$ cat config.mk
export PLATFORM = sky130hd
export DESIGN_NAME = cdb_arbiter_flat
export DESIGN_NICKNAME = d
export VERILOG_FILES = /design/src/rtl/cdb_arbiter_pkg.sv /design/src/rtl/cdb_arbiter_if.sv /design/src/rtl/cdb_src_fifo.sv /design/src/rtl/cdb_arbiter.sv /design/src/flat_wrapper.sv
export SDC_FILE = /design/constraint.sdc
export NUM_CORES = 1
export LEC_CHECK = 0
export ABC_AREA = 1
export ABC_CLOCK_PERIOD_IN_PS = 9200
export CAP_MARGIN = 20
export CORE_ASPECT_RATIO = 0.8
export CORE_UTILIZATION = 50
export DETAILED_ROUTE_END_ITERATION = 7
export PLACE_DENSITY = 0.79
export SLEW_MARGIN = 10
export SYNTH_ARGS = -nofsm -noshare
export SYNTH_HDL_FRONTEND = slang
export SYNTH_HIERARCHICAL = 1
export SYNTH_SLANG_ARGS = --single-unit
$ cat constraint.sdc
create_clock -name clk -period 9.2 [get_ports clk]
set_input_delay 1.84 -clock clk [delete_from_list [all_inputs] [get_ports clk]]
set_output_delay 1.84 -clock clk [all_outputs]
set_load 0.1 [all_outputs]
$ cat src/rtl/cdb_arbiter_pkg.sv
// Shared widths, tag/source encodings and the CDB entry type for the common data bus arbiter.
// Optional same-edge bypass is selected by the CDB_BYPASS_EN macro (see cdb_arbiter.sv).
package cdb_arbiter_pkg;

    localparam int ROB_TAG_WIDTH = 5;
    localparam int DATA_WIDTH    = 32;
    localparam int TAG_W         = ROB_TAG_WIDTH;
    localparam int DATA_W        = DATA_WIDTH;

    localparam logic [TAG_W-1:0] ZERO_TAG = '0;
    localparam logic             SRC_ALU  = 1'b0;
    localparam logic             SRC_SLB  = 1'b1;

    typedef struct packed {
        logic [TAG_W-1:0]  tag;
        logic [DATA_W-1:0] value;
        logic              ioin;
    } cdb_entry_t;

    // Round-robin pick: a tie goes to the source that did not broadcast last.
    function automatic logic pick_src(input logic alu_cand, input logic slb_cand,
                                      input logic last_grant);
        if (alu_cand && slb_cand)
            return (last_grant == SRC_SLB) ? SRC_ALU : SRC_SLB;
        else if (alu_cand)
            return SRC_ALU;
        else
            return SRC_SLB;
    endfunction

endpackage

$ cat src/rtl/cdb_arbiter_if.sv
// Producer/consumer bundle of the CDB arbiter; clk, rst and rdy stay plain ports.
// Shared by the default build and the CDB_BYPASS_EN build.
interface cdb_arbiter_if;
    import cdb_arbiter_pkg::*;

    // Producers present a nonzero tag for exactly one cycle per result; there is no
    // backpressure, so they watch out_*_full and out_overflow records any lost push.
    logic              in_misbranch;
    logic [TAG_W-1:0]  in_alu_tag;
    logic [DATA_W-1:0] in_alu_value;
    logic [TAG_W-1:0]  in_slb_tag;
    logic [DATA_W-1:0] in_slb_value;
    logic              in_slb_ioin;
    logic              out_alu_full;
    logic              out_slb_full;
    logic [TAG_W-1:0]  out_cdb_tag;
    logic [DATA_W-1:0] out_cdb_value;
    logic              out_cdb_ioin;
    logic              out_cdb_src;
    logic              out_overflow;
    logic              out_dbg_last_grant;

    modport master (
        output in_misbranch, in_alu_tag, in_alu_value, in_slb_tag, in_slb_value, in_slb_ioin,
        input  out_alu_full, out_slb_full, out_cdb_tag, out_cdb_value, out_cdb_ioin,
               out_cdb_src, out_overflow, out_dbg_last_grant
    );

    modport slave (
        input  in_misbranch, in_alu_tag, in_alu_value, in_slb_tag, in_slb_value, in_slb_ioin,
        output out_alu_full, out_slb_full, out_cdb_tag, out_cdb_value, out_cdb_ioin,
               out_cdb_src, out_overflow, out_dbg_last_grant
    );

endinterface

$ cat src/rtl/cdb_src_fifo.sv
// Per-producer result FIFO with flush and a sticky overflow flag; full uses the registered count.
// Used unchanged whether or not CDB_BYPASS_EN is defined.
module cdb_src_fifo
    import cdb_arbiter_pkg::*;
#(
    parameter int DEPTH = 2
) (
    input  logic       clk,
    input  logic       rst,
    input  logic       i_en,
    input  logic       i_flush,
    input  logic       i_push,
    input  cdb_entry_t i_data,
    input  logic       i_pop,
    output cdb_entry_t o_head,
    output logic       o_empty,
    output logic       o_full,
    output logic       o_overflow
);

    localparam int PTR_W = (DEPTH > 1) ? $clog2(DEPTH) : 1;
    localparam int CNT_W = $clog2(DEPTH + 1);

    cdb_entry_t       r_mem [DEPTH];
    logic [PTR_W-1:0] r_rd_ptr;
    logic [PTR_W-1:0] r_wr_ptr;
    logic [CNT_W-1:0] r_count;
    logic             r_overflow;

    logic w_do_push;
    logic w_do_pop;

    assign o_empty    = (r_count == '0);
    assign o_full     = (r_count == CNT_W'(DEPTH));
    assign o_head     = r_mem[r_rd_ptr];
    assign o_overflow = r_overflow;

    // A pop in the same cycle does not make room: a push at full is always dropped.
    assign w_do_push = i_push & ~o_full;
    assign w_do_pop  = i_pop & ~o_empty;

    always_ff @(posedge clk) begin
        if (rst) begin
            r_rd_ptr   <= '0;
            r_wr_ptr   <= '0;
            r_count    <= '0;
            r_overflow <= 1'b0;
        end else if (i_en) begin
            if (i_flush) begin
                r_rd_ptr <= '0;
                r_wr_ptr <= '0;
                r_count  <= '0;
            end else begin
                if (i_push && o_full)
                    r_overflow <= 1'b1;
                if (w_do_push)
                    r_wr_ptr <= r_wr_ptr + 1'b1;
                if (w_do_pop)
                    r_rd_ptr <= r_rd_ptr + 1'b1;
                if (w_do_push && !w_do_pop)
                    r_count <= r_count + 1'b1;
                else if (!w_do_push && w_do_pop)
                    r_count <= r_count - 1'b1;
            end
        end
    end

    always_ff @(posedge clk) begin
        if (!rst && i_en && !i_flush && w_do_push)
            r_mem[r_wr_ptr] <= i_data;
    end

endmodule

$ cat src/rtl/cdb_arbiter.sv
// Round-robin arbiter driving the registered common data bus from the ALU and SLB FIFOs.
// Define CDB_BYPASS_EN to let a push into an empty FIFO broadcast at the same edge.
module cdb_arbiter
    import cdb_arbiter_pkg::*;
#(
    parameter int DEPTH = 2
) (
    input  logic          clk,
    input  logic          rst,
    input  logic          rdy,
    cdb_arbiter_if.slave  bus
);

    cdb_entry_t r_cdb;
    logic       r_src;
    logic       r_last_grant;

    cdb_entry_t w_alu_in_entry, w_slb_in_entry;
    cdb_entry_t w_alu_head, w_slb_head;
    cdb_entry_t w_win_entry;
    logic       w_alu_in, w_slb_in;
    logic       w_alu_empty, w_slb_empty;
    logic       w_alu_full, w_slb_full;
    logic       w_alu_ovf, w_slb_ovf;
    logic       w_alu_cand, w_slb_cand;
    logic       w_any, w_grant;
    logic       w_alu_pop, w_slb_pop;
    logic       w_alu_byp, w_slb_byp;
    logic       w_alu_push, w_slb_push;

    assign w_alu_in       = (bus.in_alu_tag != ZERO_TAG);
    assign w_slb_in       = (bus.in_slb_tag != ZERO_TAG);
    assign w_alu_in_entry = '{tag: bus.in_alu_tag, value: bus.in_alu_value, ioin: 1'b0};
    assign w_slb_in_entry = '{tag: bus.in_slb_tag, value: bus.in_slb_value, ioin: bus.in_slb_ioin};

    always_comb begin
        w_alu_cand = ~w_alu_empty;
        w_slb_cand = ~w_slb_empty;
`ifdef CDB_BYPASS_EN
        w_alu_cand = w_alu_cand | w_alu_in;
        w_slb_cand = w_slb_cand | w_slb_in;
`endif
        w_any   = w_alu_cand | w_slb_cand;
        w_grant = pick_src(w_alu_cand, w_slb_cand, r_last_grant);

        w_alu_pop = w_any & (w_grant == SRC_ALU) & ~w_alu_empty;
        w_slb_pop = w_any & (w_grant == SRC_SLB) & ~w_slb_empty;
`ifdef CDB_BYPASS_EN
        w_alu_byp = w_any & (w_grant == SRC_ALU) & w_alu_empty;
        w_slb_byp = w_any & (w_grant == SRC_SLB) & w_slb_empty;
`else
        w_alu_byp = 1'b0;
        w_slb_byp = 1'b0;
`endif
        // A bypassed result goes straight to the bus and never occupies a FIFO slot.
        w_alu_push = w_alu_in & ~w_alu_byp;
        w_slb_push = w_slb_in & ~w_slb_byp;

        if (w_grant == SRC_ALU)
            w_win_entry = w_alu_empty ? w_alu_in_entry : w_alu_head;
        else
            w_win_entry = w_slb_empty ? w_slb_in_entry : w_slb_head;
    end

    cdb_src_fifo #(.DEPTH(DEPTH)) u_alu_fifo (
        .clk        (clk),
        .rst        (rst),
        .i_en       (rdy),
        .i_flush    (bus.in_misbranch),
        .i_push     (w_alu_push),
        .i_data     (w_alu_in_entry),
        .i_pop      (w_alu_pop),
        .o_head     (w_alu_head),
        .o_empty    (w_alu_empty),
        .o_full     (w_alu_full),
        .o_overflow (w_alu_ovf)
    );

    cdb_src_fifo #(.DEPTH(DEPTH)) u_slb_fifo (
        .clk        (clk),
        .rst        (rst),
        .i_en       (rdy),
        .i_flush    (bus.in_misbranch),
        .i_push     (w_slb_push),
        .i_data     (w_slb_in_entry),
        .i_pop      (w_slb_pop),
        .o_head     (w_slb_head),
        .o_empty    (w_slb_empty),
        .o_full     (w_slb_full),
        .o_overflow (w_slb_ovf)
    );

    // Idle and flush cycles only clear the tag; value, ioin and src keep their last contents.
    always_ff @(posedge clk) begin
        if (rst) begin
            r_cdb        <= '0;
            r_src        <= SRC_ALU;
            r_last_grant <= SRC_SLB;
        end else if (rdy) begin
            if (bus.in_misbranch) begin
                r_cdb.tag <= ZERO_TAG;
            end else if (w_any) begin
                r_cdb        <= w_win_entry;
                r_src        <= w_grant;
                r_last_grant <= w_grant;
            end else begin
                r_cdb.tag <= ZERO_TAG;
            end
        end
    end

    assign bus.out_cdb_tag        = r_cdb.tag;
    assign bus.out_cdb_value      = r_cdb.value;
    assign bus.out_cdb_ioin       = r_cdb.ioin;
    assign bus.out_cdb_src        = r_src;
    assign bus.out_alu_full       = w_alu_full;
    assign bus.out_slb_full       = w_slb_full;
    assign bus.out_overflow       = w_alu_ovf | w_slb_ovf;
    assign bus.out_dbg_last_grant = r_last_grant;

endmodule

$ cat src/flat_wrapper.sv
// flat-port wrapper written by rule: the top's interface ports become plain ports
module cdb_arbiter_flat import cdb_arbiter_pkg::*;
#(
    parameter int DEPTH = 2
)
  (clk, rst, rdy, bus_in_misbranch, bus_in_alu_tag, bus_in_alu_value, bus_in_slb_tag, bus_in_slb_value, bus_in_slb_ioin, bus_out_alu_full, bus_out_slb_full, bus_out_cdb_tag, bus_out_cdb_value, bus_out_cdb_ioin, bus_out_cdb_src, bus_out_overflow, bus_out_dbg_last_grant);
  cdb_arbiter_if bus_i ();
  input  logic clk;
  input  logic rst;
  input  logic rdy;
  input wire logic [$bits(bus_i.in_misbranch)-1:0] bus_in_misbranch;
  input wire logic [$bits(bus_i.in_alu_tag)-1:0] bus_in_alu_tag;
  input wire logic [$bits(bus_i.in_alu_value)-1:0] bus_in_alu_value;
  input wire logic [$bits(bus_i.in_slb_tag)-1:0] bus_in_slb_tag;
  input wire logic [$bits(bus_i.in_slb_value)-1:0] bus_in_slb_value;
  input wire logic [$bits(bus_i.in_slb_ioin)-1:0] bus_in_slb_ioin;
  output wire logic [$bits(bus_i.out_alu_full)-1:0] bus_out_alu_full;
  output wire logic [$bits(bus_i.out_slb_full)-1:0] bus_out_slb_full;
  output wire logic [$bits(bus_i.out_cdb_tag)-1:0] bus_out_cdb_tag;
  output wire logic [$bits(bus_i.out_cdb_value)-1:0] bus_out_cdb_value;
  output wire logic [$bits(bus_i.out_cdb_ioin)-1:0] bus_out_cdb_ioin;
  output wire logic [$bits(bus_i.out_cdb_src)-1:0] bus_out_cdb_src;
  output wire logic [$bits(bus_i.out_overflow)-1:0] bus_out_overflow;
  output wire logic [$bits(bus_i.out_dbg_last_grant)-1:0] bus_out_dbg_last_grant;
  assign bus_i.in_misbranch = bus_in_misbranch;
  assign bus_i.in_alu_tag = bus_in_alu_tag;
  assign bus_i.in_alu_value = bus_in_alu_value;
  assign bus_i.in_slb_tag = bus_in_slb_tag;
  assign bus_i.in_slb_value = bus_in_slb_value;
  assign bus_i.in_slb_ioin = bus_in_slb_ioin;
  assign bus_out_alu_full = bus_i.out_alu_full;
  assign bus_out_slb_full = bus_i.out_slb_full;
  assign bus_out_cdb_tag = bus_i.out_cdb_tag;
  assign bus_out_cdb_value = bus_i.out_cdb_value;
  assign bus_out_cdb_ioin = bus_i.out_cdb_ioin;
  assign bus_out_cdb_src = bus_i.out_cdb_src;
  assign bus_out_overflow = bus_i.out_overflow;
  assign bus_out_dbg_last_grant = bus_i.out_dbg_last_grant;
  cdb_arbiter #(.DEPTH(DEPTH)) u_core (.clk(clk), .rst(rst), .rdy(rdy), .bus(bus_i));
endmodule
==> results.cfg <==
[grt]
grt_pass1_vias = 5549
use_met2_pct = 31.4
grt_use_total_pct = 21.5
top_usage_layer = met1
met1_usage_pct = 32.9
antenna_found_initial = 0
grt_max_degree = 74
grt_use_met3_pct = 3.92
grt_pass1_wl_um = 29700
grt_overflow = 0

[clock_tree]
root_buffer = clkbuf_16
cts_tree = built
numCtsBuffers = 21
postCtsHoldBufs = 0
clk_pin_slew_ns = 0.06
clkLatencyLatePin_ns = 0.49
cts_resized = 0
h-tree-depth = 1
clockBufferDepth = 3
clock_sinks = 204
cts_setup_buffers = 0

[floorplan]
start_util_pct = 51.0
coreArea_mm2 = 0.0173
rows = 43
die-area_mm2 = 0.0182
ios = 122
die_w_um = 150
die_h_um = 121

[job]
cap_viol_max_count = 0

[placed_design]
gp_congestion = 0.899
placed_cells = 1140
place_ws_ns = 4.54
dpl-instance-area_mm2 = 0.0102
dp_hpwl_um = 12400
port_buffers = 121

[synthesis]
synth_area_mm2 = 0.00881
synth_warnings = 6
syn_area_per_cell_um2 = 10.7
synthCells = 827
synth.distinct_cells = 29
synth-seq-cells = 204
yosysSeqAreaShare_pct = 63.6

[detailed_routing]
vias = 6029
ant_nets = 0
postRouteWirelength_um = 19300
dr.pass1.iters = 5
wl_per_cell_um = 16.4
drtIter0Drc = 472
vias_per_cell = 5.11
drc = 0

[final_layout]
layout.nets = 1021
areaGrowthSynthToFinish_pct = 24.8
stdcell_count = 1180
num_antenna_cells = 0
final_util_pct = 63.7
design_area_mm2 = 0.0110
drive_above_1_share_pct = 7.43
fill_cells = 1334
final_common_cell = nand2_1
final_cell_mix = nand2_1 (240), edfxtp_1 (152), clkdlybuf4s50_1 (120), nor2_1 (111), mux2_1 (76)

[sta]
setup_violations = 0
relSlewSlack_pct = 30.3
setup_ws_ns = 4.95
fmaxAchievable_ghz = 0.235
slew_violations = 0
tns_ns = 0
rsz0062_at_grt = no
hold_viol = 0
tightestPinTransition_ns = 1.04
whs_ns = 0.466
min_period_ns = 4.25
post-route-period-util_pct = 46.2
fin_skew_ns = 0.00865

[setup_path]
path_max_fanout = 6
r2r_slack_ns = 6.41
rr_endpoint = u_core/bus.out_cdb_value[15]
endpoint = bus_out_slb_full
worstSetupStartpointType = register
crit_start = u_core/u_slb_fifo/r_count[1]
critical_path_required_ns = 7.36
arrival_ns = 2.41
worst-setup-path-type = register to primary output
reg2reg_depth = 9
end_kind = primary output
r2r-start = u_core/u_slb_fifo/r_count[1]

[power]
total_power_mw = 2.40
vdd_drop_max_v = 0.000194
leakage_nw = 4.36
powerDensity_mw_per_mm2 = 218

[worst_hold_path]
hold_path_class = register to register

[run_status]
outcome = finished clean
## synth_stat cells (all sizes together)
cell	number	area, um2
nor3	2	10.0
xor2	2	17.5
o211ai	6	45.0
o21ai	2	10.0
clkbuf	5	18.8
nor2	121	477
conb	1	3.75
bufinv	2	35.0
a31oi	2	12.5
o21bai	2	15.0
or2	1	6.26
a21oi	10	80.1
edfxtp	152	4560
nand3	46	240
and3	2	12.5
nand2	246	938
dfxtp	52	1040
buf	31	183
mux2	76	856
inv	66	248
## how the worst min path moves through the flow
stage	depth (start not counted)	startpoint	to
floorplan	2	u_core/u_alu_fifo/o_overflow	u_core/u_alu_fifo/o_overflow
global placement	2	u_core/bus.out_cdb_src	u_core/bus.out_cdb_src
detailed placement	2	u_core/u_alu_fifo/o_overflow	u_core/u_alu_fifo/o_overflow
CTS	2	u_core/u_alu_fifo/o_overflow	u_core/u_alu_fifo/o_overflow
global route	2	u_core/bus.out_cdb_src	u_core/bus.out_cdb_src
finish	2	u_core/bus.out_cdb_src	u_core/bus.out_cdb_src
## cells by family after synthesis
| logic type | after synthesis | synth area share [%] |
|---|---|---|
| mux | 76 | 9.71 |
| compound gates | 22 | 1.85 |
| flops | 204 | 63.6 |
| simple gates | 418 | 19.1 |
| buf+inv | 104 | 5.49 |
| other cells | 1 | 0.0425 |
| xor+xnor | 2 | 0.199 |
## sequential cells by signal, summed over array words and instances, names as in the netlist, 2 cells and up, named ones only
| register | cells |
|---|---|
| u_core/u_alu_fifo/r_count | 2 |
| u_core/u_alu_fifo/r_mem | 76 |
| u_core/bus.out_cdb_tag | 5 |
| u_core/u_slb_fifo/r_count | 2 |
| u_core/u_slb_fifo/r_mem | 76 |
| u_core/bus.out_cdb_value | 32 |
## power breakdown
part           internal, mW  switching, mW  total [mW]
Combinational         0.130          0.303       0.432
Sequential             1.02         0.0251        1.05
Clock                 0.581          0.335       0.915
Total                  1.73          0.662        2.40
## metal layers
layer | vias to the layer above | part of all wire (%) | routed length, um
met2 | 230 | 44 | 8420
met5 | - | 0 | 0
li1 | 2943 | - | -
met3 | 30 | 8.1 | 1560
met1 | 2826 | 46 | 8980
met4 | 0 | 1.9 | 359
## critical path, cell delays in order, from the launching register on
cell and delay [ns]:
dfxtp_1 0.54, nand2_1 0.12, inv_1 0.11, clkdlybuf4s50_1 1.15
## cell type report
| type | count | area (um2) | share of cell area (%) |
|---|---|---|---|
| multi-input cells | 520 | 2770 | 25.1 |
| well taps | 225 | 282 | 2.56 |
| repair buffers | 127 | 1320 | 12.0 |
| flip-flops and latches | 204 | 5610 | 51.0 |
| clock buffers | 27 | 578 | 5.26 |
| inverters | 68 | 283 | 2.57 |
| clock inverters | 9 | 168 | 1.52 |
Power figures use the tool's default switching activity.
==> edit (same flow settings) <==
The package constant `ROB_TAG_WIDTH` goes from 5 to 4.
--- a/src/rtl/cdb_arbiter_pkg.sv
+++ b/src/rtl/cdb_arbiter_pkg.sv
@@ -2,7 +2,7 @@
 // Optional same-edge bypass is selected by the CDB_BYPASS_EN macro (see cdb_arbiter.sv).
 package cdb_arbiter_pkg;
 
-    localparam int ROB_TAG_WIDTH = 5;
+    localparam int ROB_TAG_WIDTH = 4;
     localparam int DATA_WIDTH    = 32;
     localparam int TAG_W         = ROB_TAG_WIDTH;
     localparam int DATA_W        = DATA_WIDTH;
Interface: changed (resized bus_in_alu_tag, bus_in_slb_tag and bus_out_cdb_tag); port bits go from 122 to 119. The function was not compared with the original's and may differ.
==> edit against the unedited design <==
Sequential cell count shrank 5. Via count shrank 3.5%. Largest cell class unchanged. Sequential share of layout area grew 0.85 points. Routed wire length shrank 5.8%. Highest routed layer unchanged. Area after synthesis shrank 2.4%. Final area shrank 4.1%. First-iteration DRC count grew 20%. Power shrank 7.9%. Setup slack gained 39 ps. Global-route usage grew 0.19 points.
==> edit: results (changes against the unedited design) <==
| Metric | Value |
|---|---|
| Outcome | finished, final reports clean |
| Register area share after synthesis | 63.6% (about the same) |
| Hold EP | u_core/bus.out_cdb_src$_SDFFE_PP0P_ |
| CTS H-tree lvls | 4 (+3) |
| Dpl cells | 1113 (-2.4%) |
| Hpwl dp | 12100 microns (-2.8%) |
| Fmax achieved | 0.237 GHz (+0.92%) |
| Remaining global-route overflow | 0 (unchanged) |
| Rel. slew slack | 27.1% (-3.2 points) |
| Worst hold slack | 469 ps (+3.40 ps) |
| Skew final | 8.00 ps (-0.653 ps) |
| CTS sink cnt | 199 (-2.5%) |
| Vias in the first global route | 5275 (-4.9%) |
| Share of cells above drive strength 1 | 7.02% (-0.42 points) |
| Post-synth EDFFs | 148 (-2.6%) |
| CP startpoint | rdy |
| Final GP Congestion | 0.889 (-1.1%) |
| R2r endpoint | u_core/u_slb_fifo/r_count[0]$_SDFFE_PP0P_ |
| R2r worst-path depth | 11 (+2) |
| Async SR Flop Fraction | 0% (unchanged) |
| End of the critical path | u_core/u_slb_fifo/r_mem[1][30]$_DFFE_PP_ |
| Synth area leaders | edfxtp_1 (52%), dfxtp_1 (12%), nand2_1 (10%) |
| Resize count post-CTS | 0 (unchanged) |
| Deepest clock path buffer count | 2 (-1) |
| N_diodes | 0 (unchanged) |
| Final WL | 18200 microns (-5.8%) |
| Root Driver | clkbuf_16 |
| Origin of the critical flop-to-flop path | u_core/u_slb_fifo/r_count[1]$_SDFFE_PP0P_ |
| Clock latency on the worst-skew pair | 440 ps (-50 ps) |
| NumNets Final | 990 (-3.0%) |
| Synth cell types | 31 (+6.9%) |
| Number of vias per cell | 5.08 (-0.65%) |
| Post-CTS Setup Bufs | 0 (unchanged) |
| Leak | 4.20 nW (-3.7%) |
| Initial antenna violation count | 0 (unchanged) |
| Net Sw Frac | 28.3% (+0.70 points) |
| First DRT Iteration DRCs | 567 (+20%) |
| Total track usage | 21.7% (+0.19 points) |
| Top cells by count, synth | nand2_1 (238), edfxtp_1 (148), nor2_1 (108), mux2_1 (74), inv_1 (62) |
| Vias | 5817 (-3.5%) |
| VDD IR max | 0.142 mV (-27%) |
| Port Buffers | 118 (-2.5%) |
| First-pass GRT wire length | 28400 microns (-4.5%) |
| Largest net degree at the start of global routing | 73 (-1.4%) |
| Yosys warns | 6 (unchanged) |
| Hold Crit Depth | 2 (unchanged) |
| HP Class | flip-flop to flip-flop |
| CTS buffer count | 17 (-19%) |
| Worst-path maximum fanout | 37 (+31) |
| Post-place setup slack | 4590 ps (+56.1 ps) |
| Avg Cell Area, Syn | 10.7 sq um (+0.35%) |
| Flop-to-flop setup slack | 6460 ps (+50 ps) |
edit: worst max-delay path, cell delays in order:
cell and delay [ps]:
clkdlybuf4s50_1 900, inv_1 200, nor2_1 200, nand3_1 220
nor2_4 880
edit: cells by family after synthesis:
| family | Yosys count | synth area share, % |
|---|---|---|
| XOR/XNOR | 2 | 0.204 |
| other | 1 | 0.0436 |
| multiplexers | 74 | 9.69 |
| AO/OA/AOI/OAI | 21 | 1.75 |
| AND/OR/NAND/NOR | 406 | 19.2 |
| flip-flops | 199 | 63.6 |
| buffers and inverters | 101 | 5.54 |
edit: layout make-up:
type,count,area (sq um)
Inverter,68,258
Timing Repair Buffer,122,1220
Sequential cell,199,5470
Tap cell,220,275
Multi-Input combinational cell,505,2700
Clock buffer,25,538
Clock inverter,7,87.6
Fill cell,1278,6110
edit: layer usage:
layer / wire (microns) / share of wire (%) / up-vias / global-route usage [%]
met5: 0 / 0 / - / 0
met4: 320 / 1.8 / 0 / 7.99
met3: 1220 / 6.7 / 21 / 4.18
met2: 7870 / 43 / 217 / 30.6
met1: 8800 / 48 / 2728 / 33.0
li1: - / - / 2851 / -
edit: power by group through the flow:
stage	Sequential (mW)	Clock [mW]	Combinational (mW)
final	1.02	0.766	0.420
after global routing	1.02	0.822	0.451
after CTS	1.02	0.777	0.417
after detailed placement	1.04	0	0.414
after global placement	1.04	0	0.410
after floorplan	1.14	0	0.191
edit: stage by stage:
stage,util [%],area [sq um]
2_1_floorplan,-,8600
3_3_place_gp,59.4,9900
3_5_place_dp,59.4,9900
4_1_cts,63.2,10500
5_1_grt,63.3,10500
6_report,63.3,10500
